**config.mk**
```make
export PLATFORM = sky130hd
export DESIGN_NAME = multi_downcounter
export DESIGN_NICKNAME = d
export VERILOG_FILES = /design/src/rtl/multi_downcounter.sv
export SDC_FILE = /design/constraint.sdc
export NUM_CORES = 1
export LEC_CHECK = 0
export CORE_ASPECT_RATIO = 1.1
export CORE_MARGIN = 1
export CORE_UTILIZATION = 30
export DETAILED_ROUTE_END_ITERATION = 10
export PLACE_DENSITY = 0.58
export RECOVER_POWER = 50
export SYNTH_ARGS = -nofsm -noshare
export SYNTH_HDL_FRONTEND = slang
export SYNTH_SLANG_ARGS = --single-unit
```
**constraint.sdc**
```tcl
create_clock -name clk -period 5.4 [get_ports clk]
set_input_delay 1.08 -clock clk [delete_from_list [all_inputs] [get_ports clk]]
set_output_delay 1.08 -clock clk [all_outputs]
set_load 0.02 [all_outputs]
```
**src/rtl/multi_downcounter.sv**
```systemverilog
// NUM_CH independent programmable down-counters, each giving a one-cycle zero pulse on expiry (periodic or one-shot).
// Optional macro DOWNCOUNTER_PRESCALE_EN adds a shared free-running prescaler that gates every channel's decrement.
module multi_downcounter #(
    parameter int NUM_CH         = 4,
    parameter int WIDTH          = 9,
    parameter int DEFAULT_PERIOD = 392,
    parameter int PRESCALE       = 1,
    localparam int CH_W          = (NUM_CH > 1) ? $clog2(NUM_CH) : 1
) (
    input  logic              clk,
    input  logic              reset_n,
    input  logic              cfg_we,
    input  logic [CH_W-1:0]   cfg_ch,
    input  logic [WIDTH-1:0]  cfg_period,
    input  logic              cfg_oneshot,
    output logic              cfg_err,
    input  logic [NUM_CH-1:0] start,
    input  logic [NUM_CH-1:0] stop,
    output logic [NUM_CH-1:0] zero,
    output logic [NUM_CH-1:0] busy
);

    typedef enum logic {
        IDLE = 1'b0,
        RUN  = 1'b1
    } state_e;

    localparam logic [WIDTH-1:0] DEF_P    = WIDTH'(DEFAULT_PERIOD);
    localparam logic [WIDTH-1:0] ONE      = WIDTH'(1);
    localparam logic [CH_W:0]    NUM_CH_L = (CH_W + 1)'(NUM_CH);

    state_e           state_q  [NUM_CH];
    state_e           state_d  [NUM_CH];
    logic [WIDTH-1:0] period_q [NUM_CH];
    logic [WIDTH-1:0] period_d [NUM_CH];
    logic [WIDTH-1:0] count_q  [NUM_CH];
    logic [WIDTH-1:0] count_d  [NUM_CH];
    logic [WIDTH-1:0] load_val [NUM_CH];
    logic [NUM_CH-1:0] oneshot_q, oneshot_d;
    logic [NUM_CH-1:0] zero_q, zero_d;
    logic [NUM_CH-1:0] wr_hit;
    logic              cfg_ok;
    logic              cfg_err_q, cfg_err_d;
    logic              tick;

`ifdef DOWNCOUNTER_PRESCALE_EN
    localparam int            PW      = (PRESCALE > 1) ? $clog2(PRESCALE) : 1;
    localparam logic [PW-1:0] PRE_MAX = PW'(PRESCALE - 1);

    logic [PW-1:0] presc_q, presc_d;

    assign tick    = (presc_q == '0);
    assign presc_d = tick ? PRE_MAX : (presc_q - PW'(1));

    always_ff @(posedge clk or negedge reset_n) begin
        if (!reset_n) begin
            presc_q <= PRE_MAX;
        end else begin
            presc_q <= presc_d;
        end
    end
`else
    // Every cycle is a tick; PRESCALE only matters for the prescaled build.
    assign tick = (PRESCALE >= 1);
`endif

    assign cfg_ok    = (cfg_period != '0) && ({1'b0, cfg_ch} < NUM_CH_L);
    assign cfg_err_d = cfg_we && !cfg_ok;

    always_comb begin
        for (int i = 0; i < NUM_CH; i++) begin
            wr_hit[i]    = cfg_we && cfg_ok && (cfg_ch == CH_W'(i));
            period_d[i]  = period_q[i];
            oneshot_d[i] = oneshot_q[i];
            state_d[i]   = state_q[i];
            count_d[i]   = count_q[i];
            zero_d[i]    = 1'b0;
            // A write in the same cycle as start/stop is visible to that load.
            load_val[i]  = (wr_hit[i] ? cfg_period : period_q[i]) - ONE;

            if (wr_hit[i]) begin
                period_d[i]  = cfg_period;
                oneshot_d[i] = cfg_oneshot;
            end

            if (stop[i]) begin
                state_d[i] = IDLE;
                count_d[i] = load_val[i];
            end else if (start[i]) begin
                state_d[i] = RUN;
                count_d[i] = load_val[i];
            end else if (state_q[i] == RUN && tick) begin
                if (count_q[i] == '0) begin
                    zero_d[i]  = 1'b1;
                    count_d[i] = period_q[i] - ONE;
                    if (oneshot_q[i]) begin
                        state_d[i] = IDLE;
                    end
                end else begin
                    count_d[i] = count_q[i] - ONE;
                end
            end
        end
    end

    always_ff @(posedge clk or negedge reset_n) begin
        if (!reset_n) begin
            cfg_err_q <= 1'b0;
            oneshot_q <= '0;
            zero_q    <= '0;
            for (int i = 0; i < NUM_CH; i++) begin
                state_q[i]  <= IDLE;
                period_q[i] <= DEF_P;
                count_q[i]  <= DEF_P - ONE;
            end
        end else begin
            cfg_err_q <= cfg_err_d;
            oneshot_q <= oneshot_d;
            zero_q    <= zero_d;
            for (int i = 0; i < NUM_CH; i++) begin
                state_q[i]  <= state_d[i];
                period_q[i] <= period_d[i];
                count_q[i]  <= count_d[i];
            end
        end
    end

    always_comb begin
        for (int i = 0; i < NUM_CH; i++) begin
            busy[i] = (state_q[i] == RUN);
        end
    end

    assign zero    = zero_q;
    assign cfg_err = cfg_err_q;

endmodule

```
==> results of run 1 <==
critical path, delay by kind of cell:
family	cells	cell delay [ns]
AND/OR/NAND/NOR	2	0.74
buffers and inverters	2	0.92
multiplexers	1	0.30
adder cells (fa/ha/maj)	1	0.35
AO/OA/AOI/OAI	3	0.61
XOR/XNOR	1	0.17
final timing paths:
| kind | from | endpoint | slack, ns | depth (start not counted) |
|---|---|---|---|---|
| max | cfg_period[8] | count_q[24]$_DFFE_PN0P_ | 1.45 | 10 |
| min | period_q[26]$_DFF_PN1_ | period_q[26]$_DFF_PN1_ | 0.49 | 2 |
| max reg2reg | count_q[23]$_DFFE_PN0P_ | count_q[26]$_DFFE_PN1P_ | 1.63 | 10 |
| min reg2reg | period_q[26]$_DFF_PN1_ | period_q[26]$_DFF_PN1_ | 0.49 | 2 |
| max in group asynchronous | reset_n | period_q[22]$_DFF_PN0_ | 1.75 | 2 |
| min in group asynchronous | reset_n | zero[3]$_DFF_PN0_ | 1.48 | 1 |
stage by stage:
stage | hold slack [ns] | setup WS, ns | power [mW] | area, um2 | utilization, %
floorplan | 0.445 | 2.03 | 1.43 | 5950 | -
global route | 0.502 | 1.00 | 2.45 | 6720 | 34.8
global placement | 0.476 | 1.22 | 1.63 | 6430 | 33.3
CTS | 0.488 | 1.47 | 2.32 | 6740 | 34.9
finish | 0.492 | 1.45 | 2.31 | 6720 | 34.8
detailed placement | 0.478 | 1.10 | 1.63 | 6430 | 33.3
layout make-up:
type	count	area, um2	area share [%]
inverters	22	82.6	1.23
well taps	247	309	4.60
flip-flops and latches	85	2170	32.3
clock inverters	6	86.3	1.29
clock buffers	10	229	3.41
multi-input cells	556	3490	51.9
repair buffers	39	358	5.33
cells by family after synthesis:
family | after synthesis | synth area share [%]
xor gates and xnor gates | 32 | 4.71
muxes | 32 | 5.82
and+or+nand+nor | 279 | 23.4
AOI/OAI and AO/OA | 205 | 23.1
buffers and inverters | 60 | 4.90
adders and majority gates | 8 | 1.68
DFF | 85 | 36.4
state kept, by name, indices dropped and copies added (netlist names):
| register | count |
|---|---|
| period_q | 36 |
| busy | 4 |
| zero | 4 |
| oneshot_q | 4 |
| count_q | 36 |
| cfg_err | 1 |
cells in the mapped netlist, drive strengths merged, types with 7 or more instances:
library cell / count / share of area (%)
a21oi: 65 / 5.5
a22oi: 11 / 1.4
a31oi: 10 / 1.1
and3: 7 / 0.74
buf: 17 / 2.2
clkbuf: 21 / 1.3
dfrtp: 53 / 22
dfstp: 32 / 14
ha: 8 / 1.7
inv: 21 / 1.3
mux2: 15 / 3.0
mux2i: 17 / 2.9
nand2: 103 / 6.5
nand3: 10 / 0.92
nor2: 58 / 3.7
nor3: 31 / 3.1
nor4: 9 / 0.95
o211ai: 12 / 1.5
o21ai: 34 / 2.9
o22ai: 12 / 1.4
o31ai: 9 / 1.8
or3: 23 / 2.8
or4: 7 / 1.0
xnor2: 17 / 2.5
xor2: 15 / 2.2
power by group:
part	internal (mW)	total, mW	switching (mW)
registers	0.806	0.997	0.191
clock network	0.406	0.681	0.275
logic	0.277	0.629	0.352
layer usage:
| metal | global-route usage (%) | vias to the layer above |
|---|---|---|
| li1 | - | 2600 |
| met1 | 22.4 | 2578 |
| met2 | 28.8 | 153 |
| met3 | 2.64 | 33 |
| met4 | 8.22 | 0 |
| met5 | 0 | - |
==> impl_metrics.env, run 1 <==
export IMPL_gp_congestion=0.827
export IMPL_antenna_found_initial=0
export IMPL_route_met3_wl_um=749
export IMPL_slew_violations=43
export IMPL_clock_latency_ns=0.36
export IMPL_fin_cells=965
export IMPL_cap_violations=1
export IMPL_worst_pin_slew_ns=2.48
export IMPL_drt_first_pass_iters=5
export IMPL_num_antenna_cells=0
export IMPL_final_layout_size_suffix_gt1_share_pct=12.8
export IMPL_finalHoldViolCount=0
export IMPL_cts_tree="done"
export IMPL_synth_seq_cells=85
export IMPL_finalCriticalPeriod_ns=3.95
export IMPL_path_clk_slew_ns=0.07
export IMPL_wl_met2_mm=7.98
export IMPL_path_cells="clkdlybuf4s50_1, or3_1, o31ai_4, buf_4, mux2i_1, ha_1, nand2_1, xor2_1, a211o_1, o41ai_1"
export IMPL_port_buffers=31
export IMPL_num_vias=5364
export IMPL_slowest_delay_ns=0.69
export IMPL_synth_distinct_cells=74
export IMPL_outcome="finished, violations left"
export IMPL_nets=744
export IMPL_boundaryPins=32
export IMPL_drc=0
export IMPL_ant_nets=0
export IMPL_crit_slowest_cell="clkdlybuf4s50_1"
export IMPL_hold_buffers=0
export IMPL_finalClockSkew_ns=0.00727
export IMPL_ys_async_sr_fraction_pct=100
export IMPL_fp_dieH_um=150
export IMPL_grt_max_degree=45
export IMPL_dpl_hpwl_mm=11.7
export IMPL_drtIter0Drc=309
export IMPL_violations="max-capacitance violations, max-slew violations"
export IMPL_crit_fanout=12
export IMPL_rsz0062_at_grt="false"
export IMPL_vdd_drop_max_v=0.000225
export IMPL_fp_dieW_um=136
export IMPL_relSlewSlack_pct=-65.4
export IMPL_critPathRequiredTime_ns=5.64
export IMPL_hold_class="register to register"
export IMPL_clock_path_buffers=2
export IMPL_met1_length_mm=7.37
export IMPL_cts_setup_buffers=0
export IMPL_grt_pass1_wl_mm=28.0
export IMPL_fp_dieArea_um2=20400
export IMPL_grt_pass1_vias=5341
export IMPL_final_common_cell="nand2_1"
export IMPL_highest_layer="met4"
export IMPL_row_count=53
export IMPL_syn_to_final_growth_pct=12.8
export IMPL_core_um2=19300
export IMPL_htreeDepth=3
export IMPL_postCtsResizedCells=0
export IMPL_ys_flop_type="dfrtp_1"
export IMPL_fin_crit_sh_pct=73.1
export IMPL_synth_edff_count=0
export IMPL_numCtsBuffers=9
export IMPL_path_class="input pin to register"
export IMPL_timing_fmax_mhz=253
export IMPL_p_leak_nw=2.53
export IMPL_ys_seq_area_share_pct=36.4
export IMPL_dp_cells=949
export IMPL_synth_area_um2=5950
export IMPL_vias_per_cell=5.56
export IMPL_cp_arrival_ns=4.19
export IMPL_cts_root_buf="clkbuf_16"
export IMPL_wl_mm=16.5
export IMPL_start_util_pct=30.9
export IMPL_setup_tns_ns=0
export IMPL_worstSetupEndpointType="register"
export IMPL_cts_sinks=85
export IMPL_grt_overflow_total=0
export IMPL_post_drt_wl_per_cell_um=17.1
export IMPL_power_density_nw_per_um2=343
export IMPL_syn_num_nets=732
export IMPL_setup_viol=0
export IMPL_startpoint_type="input pin"
export IMPL_layout_common_cells="103 x nand2_1, 64 x a21oi_1, 58 x nor2_1, 53 x dfrtp_1"
export IMPL_yosys_warnings=0
export IMPL_grt_usage_pct=17.5
export IMPL_avgSynthCellArea_um2=8.49
export IMPL_syn_inst=701
export IMPL_num_fill_cells=1985
(Power assumes the default switching activity.)
==> run 2, diff against run 1 <==
Settings changed: PLACE_DENSITY 0.58 to 0.59.
Clock period 5.4 ns to 3.6 ns, I/O delays scaled along.
==> run 2 against run 1 <==
  * Critical endpoint is now count_q[26]$_DFFE_PN1P_
  * Final cell count grew 2.6%
  * Hold slack lost 0.0012 ns
  * Largest cell class unchanged
  * Count of clock-buffer cells in the layout grew 2
  * Die area is the same
  * Utilization grew 1.1 points
  * Largest power group unchanged
  * Critical path depth is the same
  * Non-clock buffer count grew 27
  * The flow still finishes with violations (max-capacitance violations, max-slew violations)
==> impl_metrics.env, run 2 (synthesis gave the netlist of run 1 again) <==
export IMPL_cts_tree="done"
export IMPL_row_count=53
export IMPL_p_total_mw=3.46
export IMPL_grt_max_degree=51
export IMPL_path_cells="clkdlybuf4s50_1, or3_4, o31ai_4, mux2i_1, ha_1, o211ai_1, a21oi_1, xor2_1, mux2i_1, o22ai_1"
export IMPL_hold_buffers=0
export IMPL_wl_mm=16.5
export IMPL_antenna_found_initial=0
export IMPL_p_leak_nw=2.67
export IMPL_grt_pass1_vias=5332
export IMPL_ant_nets=0
export IMPL_setup_slack_ns=0.583
export IMPL_relSlewSlack_pct=-35.6
export IMPL_boundaryPins=32
export IMPL_path_clk_slew_ns=0.06
export IMPL_drc=0
export IMPL_grt_pass1_wl_mm=27.3
export IMPL_startpoint_type="input pin"
export IMPL_place_area_um2=6640
export IMPL_hold_class="register to register"
export IMPL_cts_setup_buffers=0
export IMPL_crit_slowest_cell="or3_4"
export IMPL_drt_first_pass_iters=5
export IMPL_violations="max-capacitance violations, max-slew violations"
export IMPL_critPathRequiredTime_ns=3.88
export IMPL_finalCriticalPeriod_ns=3.02
export IMPL_worst_pin_slew_ns=2.03
export IMPL_rsz0062_at_grt="false"
export IMPL_final_core_util_pct=35.9
export IMPL_layout_common_cells="103 x nand2_1, 64 x a21oi_1, 58 x nor2_1, 53 x dfrtp_1"
export IMPL_finalHoldViolCount=0
export IMPL_post_drt_wl_per_cell_um=16.6
export IMPL_outcome="finished, violations left"
export IMPL_gp_congestion=0.871
export IMPL_vdd_drop_max_v=0.000197
export IMPL_htreeDepth=3
export IMPL_largestRegisters="count_q x36, period_q x36"
export IMPL_vias_per_cell=5.45
export IMPL_postCtsResizedCells=0
export IMPL_finalClockSkew_ns=0.00929
export IMPL_grt_overflow_total=0
export IMPL_slew_violations=36
export IMPL_path_class="input pin to register"
export IMPL_cts_root_buf="clkbuf_16"
export IMPL_setup_viol=0
export IMPL_setup_tns_ns=0
export IMPL_multiInputGateArea_um2=3490
export IMPL_power_density_nw_per_um2=499
export IMPL_crit_fanout=11
export IMPL_nets=771
export IMPL_num_vias=5400
export IMPL_final_layout_size_suffix_gt1_share_pct=15.6
export IMPL_final_common_cell="nand2_1"
export IMPL_worstSetupEndpointType="register"
export IMPL_cts_sinks=85
export IMPL_fin_area_um2=6930
export IMPL_num_fill_cells=1986
export IMPL_port_buffers=31
export IMPL_drtIter0Drc=327
export IMPL_grt_usage_pct=17.2
export IMPL_timing_fmax_mhz=331
export IMPL_core_um2=19300
export IMPL_dpl_hpwl_mm=12.0
export IMPL_place_ws_ns=0.170
export IMPL_fin_crit_sh_pct=83.8
export IMPL_fp_dieH_um=150
export IMPL_fp_dieW_um=136
export IMPL_fp_dieArea_um2=20400
export IMPL_num_antenna_cells=0
export IMPL_numCtsBuffers=9
export IMPL_start_util_pct=30.9
export IMPL_fin_cells=990
export IMPL_cp_arrival_ns=3.30
export IMPL_cap_violations=1
export IMPL_syn_to_final_growth_pct=16.4
export IMPL_clock_latency_ns=0.35
export IMPL_crit_top_cell="mux2i_1"
export IMPL_seqCellArea_um2=2170
export IMPL_dp_cells=976
export IMPL_hold_ws_ns=0.491
export IMPL_slowest_delay_ns=0.49
export IMPL_clock_path_buffers=2
-- run 2: area by class of cell --
type | count | area share [%]
Clock buffer | 12 | 3.56
Clock inverter | 2 | 0.867
Inverter | 22 | 1.19
Multi-Input combinational cell | 556 | 50.4
Sequential cell | 85 | 31.3
Tap cell | 247 | 4.46
Timing Repair Buffer | 66 | 8.25
-- run 2: power breakdown --
group          switching (mW)  internal, mW  total, mW
Clock                   0.384         0.620       1.00
Sequential              0.285          1.21       1.49
Combinational           0.525         0.435      0.960
Total                    1.19          2.26       3.46
-- run 2: critical path, delay by kind of cell --
kind / cells / cell delay [ns]
buffers and inverters: 1 / 0.44
muxes: 2 / 0.41
adders and majority gates: 1 / 0.34
and+or+nand+nor: 1 / 0.49
AOI/OAI and AO/OA: 4 / 0.74
xor gates and xnor gates: 1 / 0.16
-- run 2: final timing paths --
check | slack (ns) | end | cells after the start | from
min reg2reg | 0.49 | period_q[7]$_DFF_PN1_ | 2 | period_q[7]$_DFF_PN1_
min | 0.49 | period_q[7]$_DFF_PN1_ | 2 | period_q[7]$_DFF_PN1_
max | 0.58 | count_q[26]$_DFFE_PN1P_ | 10 | cfg_period[0]
min in group asynchronous | 0.94 | zero[3]$_DFF_PN0_ | 1 | reset_n
max in group asynchronous | 1.49 | period_q[29]$_DFF_PN0_ | 1 | reset_n
max reg2reg | 0.71 | count_q[26]$_DFFE_PN1P_ | 10 | count_q[26]$_DFFE_PN1P_
-- run 2: metal layers --
metal	global-route usage, %	part of all wire, %	vias to the layer above
li1	-	-	2651
met1	21.8	46	2604
met2	28.4	47	121
met3	3.86	4.4	24
met4	6.61	2.0	0
met5	0	0	-
